--- src/rtl/bpsk_burst_mod.sv ---
// Gated BPSK burst modulator: a 16-sample carrier whose sign is set by a PRBS7 bit.
// Each gate rise starts one burst, and the burst always ends on a whole symbol.
//
// state | meaning
// IDLE  | waiting for a gate rising edge; outputs held at zero
// RUN   | gate still high; carrier and symbols advancing
// DRAIN | gate has dropped; finishing the current symbol, then IDLE
module bpsk_burst_mod #(
  parameter int SYM_CYC = 4
) (
  input  logic               clk,
  input  logic               rst,
  input  logic               gate,
  output logic signed [11:0] sample,
  output logic               sample_valid,
  output logic               sym_bit,
  output logic               sym_strobe,
  output logic               busy
);

  typedef enum logic [1:0] {IDLE, RUN, DRAIN} state_t;

  localparam logic [3:0] CYC_LAST = 4'(SYM_CYC - 1);

  state_t     state;
  logic       g_d;
  logic [3:0] phase;
  logic [3:0] cyc_cnt;
  logic [6:0] lfsr;
  logic       rise;
  logic       sym_end;

  assign rise    = gate & ~g_d;
  assign sym_end = (phase == 4'hF) && (cyc_cnt == CYC_LAST);

  // Only the first quarter-wave pair is tabulated; the second half is its negation.
  function automatic logic signed [11:0] sin16(input logic [3:0] p);
    logic signed [11:0] m;
    case (p[2:0])
      3'd0:    m = 12'sd0;
      3'd1:    m = 12'sd783;
      3'd2:    m = 12'sd1447;
      3'd3:    m = 12'sd1891;
      3'd4:    m = 12'sd2047;
      3'd5:    m = 12'sd1891;
      3'd6:    m = 12'sd1447;
      default: m = 12'sd783;
    endcase
    return p[3] ? -m : m;
  endfunction

  always_ff @(posedge clk) begin
    if (!rst) begin
      state        <= IDLE;
      g_d          <= 1'b0;
      phase        <= 4'd0;
      cyc_cnt      <= 4'd0;
      lfsr         <= 7'h7F;
      sample       <= 12'sd0;
      sample_valid <= 1'b0;
      sym_bit      <= 1'b0;
      sym_strobe   <= 1'b0;
      busy         <= 1'b0;
    end else begin
      g_d <= gate;

      if (state == IDLE) begin
        sample       <= 12'sd0;
        sample_valid <= 1'b0;
        sym_bit      <= 1'b0;
        sym_strobe   <= 1'b0;
        busy         <= 1'b0;
      end else begin
        sample       <= lfsr[6] ? sin16(phase) : -sin16(phase);
        sample_valid <= 1'b1;
        sym_bit      <= lfsr[6];
        sym_strobe   <= (phase == 4'd0) && (cyc_cnt == 4'd0);
        busy         <= 1'b1;
      end

      case (state)
        IDLE: begin
          if (rise) begin
            state   <= RUN;
            phase   <= 4'd0;
            cyc_cnt <= 4'd0;
            lfsr    <= 7'h7F;
          end
        end
        RUN, DRAIN: begin
          phase <= phase + 4'd1;
          if (phase == 4'hF)
            cyc_cnt <= (cyc_cnt == CYC_LAST) ? 4'd0 : cyc_cnt + 4'd1;
          // The symbol changes only at a carrier zero crossing.
          if (sym_end)
            lfsr <= {lfsr[5:0], lfsr[6] ^ lfsr[5]};
          if (state == RUN && !gate)
            state <= DRAIN;
          else if (state == DRAIN && sym_end)
            state <= IDLE;
        end
        default: state <= IDLE;
      endcase
    end
  end

endmodule

--- config.mk ---
export PLATFORM = sky130hd
export DESIGN_NAME = bpsk_burst_mod
export DESIGN_NICKNAME = d
export VERILOG_FILES = /design/src/rtl/bpsk_burst_mod.sv
export SDC_FILE = /design/constraint.sdc
export NUM_CORES = 1
export LEC_CHECK = 0
export CAP_MARGIN = 20
export CORE_UTILIZATION = 50
export DETAILED_ROUTE_END_ITERATION = 7
export HOLD_SLACK_MARGIN = 0.02
export PLACE_DENSITY_LB_ADDON = 0.25
export SLEW_MARGIN = 20
export SYNTH_ARGS = -nofsm -noshare
export SYNTH_HDL_FRONTEND = slang
export SYNTH_SLANG_ARGS = --single-unit
--- constraint.sdc ---
create_clock -name clk -period 2.4 [get_ports clk]
set_input_delay 0.48 -clock clk [delete_from_list [all_inputs] [get_ports clk]]
set_output_delay 0.48 -clock clk [all_outputs]
set_load 0.02 [all_outputs]
* Yosys cells after proc, flatten, opt, wreduce, memory -nomap -nowiden *
Index checks and enable logic that the tools add are counted.

storage, ports and cells
  flip-flop bits (word level) = 33
  bits of input ports = 3
  output and inout bits = 16
  logic and storage cells = 66

operators by class
  $add $sub $neg = 4
  equality and inequality tests = 13
  mux-type cells = 18
  bitwise operators = 4
  reductions and logical operators = 18

operator list
  operator             number
  $mux 12              4
  $pmux 11 s4          1
  $neg 12->12          2
  $pmux 4 s2           2
  $mux 7               2
  $pmux 7 s2           1
  $mux 4               3
  $eq 3x3->1 const B   3
  $add 4x1->4 const B  2
  $logic_not 4->1      2
  $reduce_or 2->1      4
  $eq 3x2->1 const B   2
  $mux 2               3
  $ne 2x2->1 const B   3
  $reduce_and 3->1     2
  $eq 4x2->1 const B   1
  $eq 4x4->1 const B   1
  $logic_and 1x1->1    4
  $pmux 2 s2           1
  $reduce_and 2->1     2
  $logic_not 3->1      1
  $ne 3x3->1 const B   1
  $eq 2x1->1 const B   1
  $eq 2x2->1 const B   1
  7 further kinds      8

* Depth between registers and ports, before layout *
Gate-level depths: netlist of run 1.

  word-level depth = 9
  gate-level depth with buffers = 12
  gate-level depth less buffers = 11

* Worst setup path after synthesis of run 1 *
OpenSTA, ideal clock, no wires.

  path kind = register to register
  start point = register phase[0]
  end point = register sample[10]
  arrival time = 2,218 ps
  data required time = 2,272 ps
  setup slack = 54 ps
  cell stages (with the launch flop) = 12
  cell sequence = dfxtp_1 > inv_1 > ha_1 > buf_4 > nand3_1 > inv_2 > ha_1 > xnor2_2 > a21oi_2 > o31ai_4 > xor2_1 > nor2_1

between the ends
  longest elaborated chain between the ends = 9
  elaborated cells between the ends (all ways) = 15
  classes of those cells = add/sub (2); eq/ne (5); mux (5); reduce/logical (3)

RTL lines
  item                                             line  RTL
  from (decl)                                      27    logic [3:0] phase;
  from (signal assigned)                           91    phase <= phase + 4'd1;
  $eq 3x3->1 / $eq 3x2->1 (equally long branches)  39    case (p[2:0])
  $reduce_or 2->1 (no source line)                 n/a
  $pmux 11 s4 *                                    39
  $mux 12 *                                        67    if (state == IDLE) begin
  $mux 12 *                                        53    if (!rst) begin
  $neg 12->12                                      49    return p[3] ? -m : m;
  $mux 12 *                                        49
  $neg 12->12                                      74    sample <= lfsr[6] ? sin16(phase) : -sin16(phase);
  $mux 12 *                                        74
  to (signal assigned)                             74
  to (decl)                                        14    output logic signed [11:0] sample,

Every way passes the cells marked *; elsewhere a longest branch is shown, timed or not. The select of a mux whose other input is x is not followed.
A chain may end at the register's enable or synchronous reset.

* Worst setup path after layout of run 1 *
  start point = register phase[0]
  end point = register sample[11]

Same word-level chain as after synthesis.

==> reports/qor.yml, run 1 <==
status:
  outcome: "finished clean"
clock_network:
  htree_levels: 2
  clock_sinks: 33
  clk_pin_slew_ns: 0.10
  holdBufCountCts: 0
  cts_root_buf: "clkbuf_4"
  numCtsBuffers: 5
  cts_tree: "built"
  clk_path_buf_depth: 2
  clk_latency_ns: 0.34
min_path:
  worstHoldStart: "lfsr[4]$_SDFFE_PN1P_"
  hold_class: "reg -> reg"
  hold-path-endpoint: "lfsr[4]$_SDFFE_PN1P_"
  hold_depth: 2
final_layout:
  multi_input_area_mm2: 0.00105
  n_antenna_cell: 0
  final_area_mm2: 0.00215
  nFillCells: 295
  area_growth_pct: 19.1
  final-seq-area_um2: 666
  nets: 254
  drive_gt1_share_pct: 16.7
  post-route-util_pct: 63.3
worst_setup_path:
  crit_path_end_kind: "flop"
  start_kind: "flop"
  path_buf_inv: 2
  worstSetupPathType: "reg -> reg"
  rr_startpoint: "phase[0]$_SDFFE_PN0P_"
  slowest_stage: "dfxtp_4"
  worstRegToRegCells: 11
  crit_path_max_fanout: 8
  critical-path-max-stage-delay_ns: 0.38
  rr_endpoint: "sample[11]$_SDFF_PP0_"
  worstPathArrival_ns: 2.47
  crit_chain: "inv_1 -> ha_2 -> nand3b_1 -> a21oi_2 -> ha_1 -> nor2_2 -> a21oi_2 -> o31ai_4 -> buf_4 -> xor2_1 -> nor2_1"
  cp_data_required_time_ns: 2.62
  cpLargestDelayFamily: "compound AO/OA/AOI/OAI gates"
  cp_common_cell: "a21oi_2"
  rrSetupSlack_ns: 0.15
pwr:
  p_sw_share_pct: 36.9
  peakVddDrop_mv: 0.541
  p_total_uw: 1700
  combPwrFrac_pct: 42.4
  p_seq_share_pct: 36.9
  leakage_uw: 0.000821
  power_frac_clock_pct: 20.6
  switching_power_uw: 626
  internal_power_uw: 1070
  power_density_mw_per_mm2: 791
floorplanning:
  coreArea_mm2: 0.00339
  io_pins: 19
  dieHeight_um: 62.1
  start_util_pct: 53.2
  num_rows: 21
  dieWidth_um: 62.1
  die_area_mm2: 0.00385
placement:
  dpl.hpwl_mm: 2.27
  io_buffers: 18
  gp_congestion: 0.799
  place_area_mm2: 0.00205
routing:
  first_pass_iters: 4
  drtIter0Drc: 34
  vias: 1425
  ant_nets: 0
  route.detailed.drc: 0
  wl_per_cell_um: 10.8
  via_per_inst: 5.00
  drt-total-wl_mm: 3.08
timing:
  setup_violations: 0
  finClkSkew_ns: 0.00389
  holdWs_ns: 0.494
  timing.fmax_mhz: 444
  rsz0062_at_grt: "no"
  slew_viol_final: 0
  tns_ns: 0
  tightest_slew_ns: 0.515
  hold_viol: 0
  fin_crit_sh_pct: 93.9
  finalCriticalPeriod_ns: 2.25
  relSlewSlack_pct: 65.7
global_routing:
  grt_use_total_pct: 18.1
  grt_pass1_wl_mm: 5.02
  grt_pass1_vias: 1191
  grt.overflow.total: 0
  grt_max_degree: 17
  antenna_found_initial: 0
logic_synthesis:
  yosysWarnings: 0
  ys_types: 39
  yosysTopAreaCellShare_pct: 36.6
  yosysTopAreaCell: "dfxtp_1"
  syn_inst: 214
  synth_seq_cells: 33
  mappedNetlistArea_mm2: 0.00180
  synth.avg_cell_area_um2: 8.43
  ys_seq_area_share_pct: 36.6
  synthTopCellsByArea: "dfxtp_1 (37%), ha_1 (9.0%), xnor2_1 (5.3%)"
  syn-num-nets: 230
flow_run:
  cap_viol_max_count: 0
## synth_stat cells, drive strengths merged
master  count
ha         13
nor4b       1
mux2i       1
and3        1
nand2b      4
and2        7
buf         5
a31oi       1
nor4        2
o21a        4
o31ai       2
a31o        2
o21ai      14
nand3       8
nor2       25
nand2      21
inv        13
xnor2      12
a21oi      12
nand4       2
o21bai      4
clkbuf      6
a32oi       1
dfxtp      33
or2         1
nand3b      1
or4         6
xor2        6
nor3        3
nor2b       3
## layer usage
layer,global-route usage (%),vias up,share of wire [%]
met3,5.18,8,3.0
met5,0,-,0
li1,-,758,-
met4,9.52,0,2.0
met2,30.2,25,49
met1,20.9,634,46
## layout by cell type (no fill, tap or decap), types with 3 or more instances in the layout
cell type        count
clkbuf_4             5
ha_2                 3
nor2b_1              3
dfxtp_1             31
nand2b_1             4
o21bai_1             3
a21oi_1              8
or4_1                6
ha_1                10
and2_1               7
o21a_1               4
o21ai_0             14
nor2_2               3
inv_1               11
nand2_1             21
xor2_1               6
clkdlybuf4s50_1     18
nor3_1               3
xnor2_1             11
buf_4               10
nand3_1              8
nor2_1              22
a21oi_2              4
## through the flow
| stage | setup slack, ns | instances |
|---|---|---|
| floorplan | 0.0544 | 214 |
| global placement | 0.0876 | 276 |
| detailed placement | -0.0456 | 276 |
| CTS | 0.0156 | 284 |
| global route | 0.00602 | 285 |
| finish | 0.146 | 285 |
## how the worst max path moves through the flow
stage               slack, ns                  start                    end  depth (start not counted)
global route            0.006  phase[0]$_SDFFE_PN0P_  sample[11]$_SDFF_PP0_                         11
finish                   0.15  phase[0]$_SDFFE_PN0P_  sample[11]$_SDFF_PP0_                         11
CTS                      0.02  phase[0]$_SDFFE_PN0P_  sample[11]$_SDFF_PP0_                         11
floorplan                0.05  phase[0]$_SDFFE_PN0P_  sample[10]$_SDFF_PP0_                         11
global placement         0.09  phase[0]$_SDFFE_PN0P_  sample[10]$_SDFF_PP0_                         10
detailed placement      -0.05  phase[0]$_SDFFE_PN0P_  sample[11]$_SDFF_PP0_                         10
## power groups by stage
stage	logic (µW)	clock network [µW]	registers [µW]
floorplan	496	0	661
global placement	697	0	637
detailed placement	704	0	638
CTS	708	362	627
global route	804	386	635
finish	721	351	627
## cell families after synthesis
logic type                 after synthesis  synth area share, %
adders and majority gates               13                 9.02
and+or+nand+nor                         85                 23.8
buffers and inverters                   24                 6.04
xor gates and xnor gates                18                 9.16
DFF                                     33                 36.6
AOI/OAI and AO/OA                       40                 14.8
muxes                                    1                0.555
## cell type report
cell class | count | area share [%]
multi-input combinational | 157 | 48.9
sequential | 33 | 31.0
inverter | 13 | 2.27
timing repair buffer | 28 | 11.9
clock inverter | 1 | 0.233
tap | 46 | 2.68
clock buffer | 7 | 3.03
## worst register-to-register path, delay by kind of cell, from the launching register on
kind	cells	cell delay [ns]
AO/OA/AOI/OAI	3	0.52
XOR/XNOR	1	0.15
adder cells (fa/ha/maj)	2	0.50
buffers and inverters	2	0.24
flip-flops	1	0.38
AND/OR/NAND/NOR	3	0.35
## registers in the layout (all words and copies together), names as in the netlist
signal,cells
busy,1
cyc_cnt,4
g_d,1
lfsr,7
phase,4
sample,12
state,2
sym_bit,1
sym_strobe,1
## repair_timing
action | CTS | global route
buffers inserted | 0 | 1
pin swaps | 1 | 3
endpoints found under the setup margin | 5 | 6
cloned | 0 | 0
gates resized for setup | 2 | 7
No activity file was read; power rests on OpenSTA's default activity.
==> run 2, diff against run 1 <==
--- a/config.mk
+++ b/config.mk
@@ -6,6 +6,7 @@
 export NUM_CORES = 1
 export LEC_CHECK = 0
 export CAP_MARGIN = 20
+export CORE_ASPECT_RATIO = 1.75
 export CORE_UTILIZATION = 50
 export DETAILED_ROUTE_END_ITERATION = 7
 export HOLD_SLACK_MARGIN = 0.02
==> run 2 against run 1 <==
  * Setup slack got worse by 0.024 ns
  * Critical path depth stayed put
  * Core utilization increased by 3.5 points
  * Flip-flop and latch count is the same
  * Final area increased by 5.8%
  * Routed wire length is 22% higher
  * Highest routed layer unchanged
  * Via count is 8.5% higher
  * Global-route usage is 3.3 points higher
  * Critical path type unchanged
  * Total power rose by 14%
  * Register-to-register slack worse by 0.02 ns
  * Sequential power rose by 0.6%
==> reports/qor.yml, run 2 (synthesized netlist as in run 1, its figures left out) <==
min_path:
  worstHoldStart: "lfsr[2]$_SDFFE_PN1P_"
  hold_class: "reg -> reg"
floorplanning:
  coreArea_mm2: 0.00340  # +0.26%
  num_rows: 28  # +33%
  io_pins: 19  # unchanged
  dieHeight_um: 81.4  # +31%
  die_area_mm2: 0.00386  # +0.25%
  dieWidth_um: 47.4  # -24%
  start_util_pct: 53.1  # -0.14 points
final_layout:
  area_growth_pct: 26.0
  layout_commonest_cell: "dfxtp_1"
  nFillCells: 309  # +4.7%
  reg_top3: "sample (12), lfsr (7)"
  fin_cells: 288  # +1.1%
  final_area_mm2: 0.00227  # +5.8%
  nets: 258  # +1.6%
  final-seq-area_um2: 668  # +0.38%
  n_antenna_cell: 0  # unchanged
  drive_gt1_share_pct: 18.9  # +2.2 points
  regMostFlops: "sample"
  largest_reg_flops: 12  # unchanged
  multi_input_area_mm2: 0.00109  # +4.2%
  most-common-layout-cells: "dfxtp_1 (31), nor2_1 (22), nand2_1 (21)"
worst_setup_path:
  start_kind: "flop"
  rr_startpoint: "phase[1]$_SDFFE_PN0P_"
  crit_path_max_fanout: 7  # -1
  crit_path_end_kind: "flop"
  worstSetupPathType: "reg -> reg"
  critPathLaunch: "phase[1]$_SDFFE_PN0P_"
  worstPathArrival_ns: 2.43  # -0.04 ns
  cp_data_required_time_ns: 2.55  # -0.07 ns
routing:
  drt-total-wl_mm: 3.77  # +22%
  via_per_inst: 5.37  # +7.4%
  drtIter0Drc: 35  # +2.9%
  vias: 1546  # +8.5%
  route.detailed.drc: 0  # unchanged
  wl_per_cell_um: 13.1  # +21%
  first_pass_iters: 4  # unchanged
  ant_nets: 0  # unchanged
global_routing:
  grt.overflow.total: 0  # unchanged
  grt_pass1_wl_mm: 5.95  # +18%
  use_met1_pct: 17.4  # -3.4 points
  antenna_found_initial: 0  # unchanged
  busiest_layer: "met2"
  grt_max_degree: 17  # unchanged
  grt_use_total_pct: 21.4  # +3.3 points
  grtUsageMet2_pct: 44.0  # +14 points
  grt_pass1_vias: 1488  # +25%
  met3_usage_pct: 4.18  # -1.0 points
clock_network:
  cts_root_buf: "clkbuf_8"
  clk_latency_ns: 0.28  # -0.06 ns
  clk_pin_slew_ns: 0.07  # -0.03 ns
  htree_levels: 2  # unchanged
  clock_sinks: 33  # unchanged
  cts_tree: "built"
  numCtsBuffers: 5  # unchanged
  clk_path_buf_depth: 2  # unchanged
placement:
  gp_congestion: 0.847  # +5.9%
  dp.cells: 278  # +0.72%
  place_area_mm2: 0.00207  # +1.0%
  dpl.hpwl_mm: 2.71  # +20%
  io_buffers: 18  # unchanged
timing:
  timing.fmax_mhz: 439  # -1.1%
  relSlewSlack_pct: 65.7  # about the same
  tns_ns: 0  # unchanged
  tightest_slew_ns: 0.515  # -0.000207 ns
  slew_viol_final: 0  # unchanged
  hold_viol: 0  # unchanged
  fin_crit_sh_pct: 94.9  # +1.0 points
  finClkSkew_ns: 0.00374  # -0.000147 ns
  finalCriticalPeriod_ns: 2.28  # +0.0243 ns
  holdWs_ns: 0.487  # -0.00691 ns
  setup_violations: 0  # unchanged
pwr:
  peakVddDrop_mv: 0.676  # +25%
  power_density_mw_per_mm2: 856  # +8.1%
  leakage_uw: 0.000865  # +5.3%
status:
  outcome: "finished clean"
flow_run:
  cap_viol_max_count: 0  # unchanged
run 2: cell count changes in the layout (fill, tap and decap cells not counted), sizes merged:
cell and delta:
bufinv +1, clkinv -1, buf +4
run 2: critical path: stages, from the launching register on:
cell	delay, ns
dfxtp_4	0.38
inv_2	0.07
ha_4	0.18
nand3b_1	0.18
a21oi_2	0.20
ha_1	0.29
nor2_4	0.15
a21oi_4	0.08
o31ai_4	0.26
buf_6	0.16
xor2_1	0.13
nor2_1	0.05
run 2: layer usage:
metal | wire (µm) | up-vias
li1 | - | 768
met2 | 2280 | 28
met4 | 91 | 0
met1 | 1310 | 740
met3 | 80 | 10
met5 | 0 | -
run 2: what timing repair did:
item,4_1_cts,5_1_grt
gates resized for setup,3,16
pin swaps,2,4
hold buffers,0,0
buffers inserted,1,1
endpoints found under the setup margin,5,5
run 2: final cells by class:
cell class,count,area share [%]
multi-input combinational,157,48.1
sequential,33,29.4
timing repair buffer,32,12.7
clock buffer,7,3.80
tap,45,2.48
inverter,13,2.15
clock inverter,1,1.32
run 2: worst paths after layout:
check	to	slack (ns)	cells after the start
max	sample[11]$_SDFF_PP0_	0.12	11
min	lfsr[2]$_SDFFE_PN1P_	0.49	2
max reg2reg	sample[11]$_SDFF_PP0_	0.12	11
min reg2reg	lfsr[2]$_SDFFE_PN1P_	0.49	2
run 2: per-stage QoR:
stage	worst slack (ns)	utilization [%]	power, µW
3_3_place_gp	0.0854	60.9	1350
5_1_grt	-0.00800	66.9	2070
3_5_place_dp	-0.00215	60.9	1360
6_report	0.121	66.9	1940
2_1_floorplan	0.0544	-	1160
4_1_cts	0.0208	64.7	1900
run 2: power breakdown:
part	switching, µW	total [µW]	internal [µW]	leakage, µW
clock	195	533	338	0.0000585
combinational	448	781	333	0.000537
sequential	33.1	631	597	0.000269
